[src/rtl/reg_file_wr_arb.sv]
// Round-robin arbiter sharing the register file write port among NUM_REQ requesters.
// Optional: define REG_ZERO_EN to treat register 0 as hardwired zero (never written).
module reg_file_wr_arb #(
  parameter  int NUM_REQ    = 3,
  parameter  int REG_WIDTH  = 32,
  parameter  int ADDR_WIDTH = 4,
  localparam int NUM_REGS   = 1 << ADDR_WIDTH,
  localparam int GRANT_W    = ($clog2(NUM_REQ) > 1) ? $clog2(NUM_REQ) : 1
) (
  input  logic                          i_clk,
  input  logic                          i_rst,
  input  logic [NUM_REQ-1:0]            i_req_valid,
  input  logic [NUM_REQ*ADDR_WIDTH-1:0] i_req_addr,
  input  logic [NUM_REQ*REG_WIDTH-1:0]  i_req_val,
  output logic [NUM_REQ-1:0]            o_req_ready,
  input  logic                          i_stall,
  output logic [ADDR_WIDTH-1:0]         o_reg_addr_w,
  output logic [REG_WIDTH-1:0]          o_reg_val_w,
  output logic                          o_write_en,
  output logic [GRANT_W-1:0]            o_grant_idx,
  output logic [NUM_REGS-1:0]           o_pending_mask
);

  logic [GRANT_W-1:0]    rr_ptr;
  logic                  out_valid;
  logic [ADDR_WIDTH-1:0] out_addr;
  logic [REG_WIDTH-1:0]  out_val;
  logic [GRANT_W-1:0]    out_idx;

  logic                  grant_found;
  logic [GRANT_W-1:0]    grant_idx;
  logic [GRANT_W-1:0]    next_ptr;
  logic [ADDR_WIDTH-1:0] sel_addr;
  logic [REG_WIDTH-1:0]  sel_val;
  logic [NUM_REQ-1:0]    ready;
  logic                  addr_live;
  int                    idx;

  // Search starts at rr_ptr; explicit wrap keeps non-power-of-two NUM_REQ in range.
  always_comb begin
    ready       = '0;
    grant_found = 1'b0;
    grant_idx   = '0;
    sel_addr    = '0;
    sel_val     = '0;
    idx         = 0;
    if (!i_rst && !i_stall) begin
      for (int i = 0; i < NUM_REQ; i++) begin
        idx = int'(rr_ptr) + i;
        if (idx >= NUM_REQ) idx = idx - NUM_REQ;
        if (!grant_found && i_req_valid[idx]) begin
          grant_found = 1'b1;
          grant_idx   = GRANT_W'(idx);
          sel_addr    = i_req_addr[idx*ADDR_WIDTH +: ADDR_WIDTH];
          sel_val     = i_req_val[idx*REG_WIDTH +: REG_WIDTH];
          ready[idx]  = 1'b1;
        end
      end
    end
  end

  assign next_ptr = (grant_idx == GRANT_W'(NUM_REQ - 1)) ? '0 : grant_idx + 1'b1;

  always_ff @(posedge i_clk) begin
    if (i_rst) begin
      rr_ptr    <= '0;
      out_valid <= 1'b0;
      out_addr  <= '0;
      out_val   <= '0;
      out_idx   <= '0;
    end else if (grant_found) begin
      // A grant implies no stall, so the previous entry drains in this same cycle.
      rr_ptr    <= next_ptr;
      out_valid <= 1'b1;
      out_addr  <= sel_addr;
      out_val   <= sel_val;
      out_idx   <= grant_idx;
    end else if (!i_stall) begin
      out_valid <= 1'b0;
    end
  end

`ifdef REG_ZERO_EN
  assign addr_live = (out_addr != '0);
`else
  assign addr_live = 1'b1;
`endif

  assign o_req_ready    = ready;
  assign o_write_en     = out_valid && addr_live && !i_stall && !i_rst;
  assign o_reg_addr_w   = out_addr;
  assign o_reg_val_w    = out_val;
  assign o_grant_idx    = out_idx;
  assign o_pending_mask = (out_valid && addr_live && !i_rst) ? (NUM_REGS'(1) << out_addr) : '0;

endmodule

[config.mk]
export PLATFORM = sky130hd
export DESIGN_NAME = reg_file_wr_arb
export DESIGN_NICKNAME = d
export VERILOG_FILES = /design/src/rtl/reg_file_wr_arb.sv
export SDC_FILE = /design/constraint.sdc
export NUM_CORES = 1
export LEC_CHECK = 0
export CORE_UTILIZATION = 46
export CTS_CLUSTER_SIZE = 10
export DETAILED_ROUTE_END_ITERATION = 8
export GPL_ROUTABILITY_DRIVEN = 0
export PLACE_DENSITY = 0.79
export SLEW_MARGIN = 20
export SYNTH_ARGS = -nofsm -noshare
export SYNTH_HDL_FRONTEND = slang
export SYNTH_SLANG_ARGS = --single-unit
[constraint.sdc]
create_clock -name i_clk -period 3.07 [get_ports i_clk]
set_input_delay 0.614 -clock i_clk [delete_from_list [all_inputs] [get_ports i_clk]]
set_output_delay 0.614 -clock i_clk [all_outputs]
set_load 0.02 [all_outputs]
==> run_results.csv <==
group,metric,value,unit
status,status,"finished, final reports clean",
clock_network,root_buffer,"clkbuf_8",
floorplan,num_rows,36,
yosys,synth_seq_area_share,0.176,
hold_path,min_path_type,"reg2reg",
sta,skew,11.4,ps
sta,max_slew_margin,0.371,
yosys,syn_area,0.00468,sq mm
drt,drt_pass1_iterations,5,
grt,grt_usage,0.318,
pwr,p_per_area,885,mW/mm^2
sta,fin_hold_ws,456,ps
drt,postRouteAntennaNets,0,
sta,fin_crit,3000,ps
drt,wirelength_met1,6870,um
clock_network,clk_pin_slew,80,ps
drt,wl_met2,8490,um
job,maxCapViolCount,0,
floorplan,die_h,103,um
yosys,yosysUniqueCellTypes,52,
yosys,synth_fp_nets,716,
drt,wl_met3,1780,um
yosys,async_flop_share,0,
floorplan,io_pins,172,
cells_and_area,layout-drive-gt1-share,0.143,
sta,hold_violations,0,
floorplan,die_area,0.0106,sq mm
setup_path,path_buf_inv,2,
sta,setup_violations,0,
yosys,syn_area_per_cell,7.85,sq um
sta,tightest_slew,941,ps
grt,grt_max_degree,71,
pwr,vdd_drop_max,0.595,mV
yosys,syn_inst,596,
clock_network,cts_buffer_depth,2,
yosys,ys.flop_type,"dfxtp_1",
pwr,p_leak,2.38,nW
clock_network,clk_latency,300,ps
sta,post-route-period-util,0.979,
sta,finalMaxSlewViolations,0,
sta,max_clock_freq,333,MHz
drt,vias,5716,
place,portBuffers,171,
clock_network,numCtsBuffers,5,
grt,grt_overflow,0,
drt,drt-initial-drc-count,377,
yosys,ys_ff_latch,41,
cells_and_area,fillers,830,
setup_path,crit_type,"in2out",
setup_path,cpPeakStageDelay,480,ps
drt,routed_via_density,6.47,
setup_path,cp.arrival,2390,ps
drt,wirelength,17500,um
grt,grt_pass1_wl,26800,um
pwr,total_power,6.00,mW
drt,highest_layer,"met4",
clock_network,h-tree-depth,2,
place,dpl-instance-area,0.00660,sq mm
yosys,synth-edff-count,0,
place,dpl_worst_slack,-352,ps
cells_and_area,area_growth,44.9,%
sta,rsz0062_at_grt,"no",
clock_network,hold_buffers,0,
cells_and_area,n_antenna_cell,0,
sta,postLayoutSetupSlackWorst,65.1,ps
setup_path,cp_slowest_cell,"clkdlybuf4s50_1",
floorplan,die_x,103,um
clock_network,cts_tree,"built",
setup_path,crit_chain,"clkdlybuf4s50_1 -> mux2_4 -> a22o_1 -> nor3_2 -> nand2_1 -> a31oi_1 -> clkdlybuf4s15_1",
sta,fin_setup_tns,0,ps
clock_network,clock-sinks,41,
setup_path,critPathTopFamily,"buffers and inverters",
cells_and_area,final_area,0.00678,sq mm
place,hpwl,11400,um
drt,wl_per_cell,19.9,um
drt,drc,0,
floorplan,start_util,0.476,
setup_path,startpoint_type,"input port",
yosys,yosysWarnings,0,
setup_path,required,2460,ps
cells_and_area,nets,869,
floorplan,fp.coreArea,0.00982,sq mm
grt,antenna_found_initial,0,
setup_path,critPathMaxFanout,6,
grt,grt_pass1_vias,5564,
setup_path,end_kind,"output port",
Yosys cell counts, drive strengths merged, types with 3 or more instances:
cell type	count	area share
nor2	75	0.062
mux2i	74	0.16
a21oi	62	0.067
buf	41	0.046
dfxtp	41	0.18
o21ai	40	0.043
a22oi	37	0.062
a32o	37	0.079
mux2	37	0.090
nand2	27	0.022
clkbuf	22	0.018
o221ai	20	0.037
o211ai	15	0.024
o2bb2ai	15	0.028
ha	6	0.016
nand2b	6	0.0096
nor3	6	0.0064
nand3	4	0.0054
a31oi	3	0.0072
and2	3	0.0040
inv	3	0.0024
nor2b	3	0.0040
per-stage QoR:
step,std cells,utilization
2_1_floorplan,596,-
6_report,883,0.690
4_1_cts,882,0.688
3_3_place_gp,871,0.672
5_1_grt,883,0.690
3_5_place_dp,871,0.672
sequential cells by signal, indices dropped and copies added, names as in the netlist:
register	cells
out_valid	1
o_reg_addr_w	4
rr_ptr	2
o_grant_idx	2
o_reg_val_w	32
cells by family (layout without fill, tap and decap cells):
logic type               Yosys count  count (layout)  synth area share
AO/OA/AOI/OAI                    241             241             0.370
multiplexers                     111             111             0.248
buffers and inverters             67             221            0.0669
AND/OR/NAND/NOR                  130             130             0.124
flip-flops                        41              41             0.176
adder cells (fa/ha/maj)            6               6            0.0161
what timing repair did:
action,4_1_cts,5_1_grt
resized for setup,8,11
cloned,0,0
setup endpoints to repair,3,29
setup buffers,3,1
pin swaps,1,0
where the power goes:
group	switching [mW]	leakage [nW]	internal [mW]
clock	0.198	0.0585	0.266
sequential	0.153	0.336	0.722
combinational	2.62	1.99	2.04
total	2.97	2.38	3.02
layer usage:
metal	GRT usage	up-vias
li1	-	2627
met1	0.381	2685
met2	0.553	359
met3	0.0603	45
met4	0.138	0
met5	0	-
cells in the final DEF (no fill, tap or decap), types with 4 or more instances in the layout:
cell and count:
o21ai_0 39, nand2b_1 5, nor3_1 5, a21oi_1 60, nand2_1 26, nor2_4 4
nor2_1 71, o2bb2ai_1 15, dfxtp_1 40, o221ai_1 20, clkbuf_8 6, o211ai_1 15
mux2_2 36, clkdlybuf4s50_1 168, buf_4 32, a22oi_1 35, mux2i_1 73, a32o_1 37
final cells by class:
cell class / count / area [sq um] / area share
clock inverter: 1 / 30.0 / 0.00443
inverter: 4 / 15.0 / 0.00222
timing repair buffer: 209 / 2040 / 0.300
clock buffer: 7 / 86.3 / 0.0127
sequential: 41 / 822 / 0.121
multi-input combinational: 488 / 3620 / 0.534
tap: 133 / 166 / 0.0246
path summary, 6_finish.rpt:
kind,start,to,slack (ps),depth (start not counted)
max reg2reg,rr_ptr[0]$_SDFFE_PP0P_,o_reg_val_w[25]$_SDFFE_PP0P_,260,8
max,i_req_valid[0],o_req_ready[1],70,7
min reg2reg,o_grant_idx[0]$_SDFFE_PP0P_,o_grant_idx[0]$_SDFFE_PP0P_,460,2
min,o_grant_idx[0]$_SDFFE_PP0P_,o_grant_idx[0]$_SDFFE_PP0P_,460,2
tightest hold or removal path, stage by stage, from the launching register on:
cell	delay, ps
dfxtp_1	310
nand2_1	50
a21oi_1	50
(Power assumes the default switching activity.)
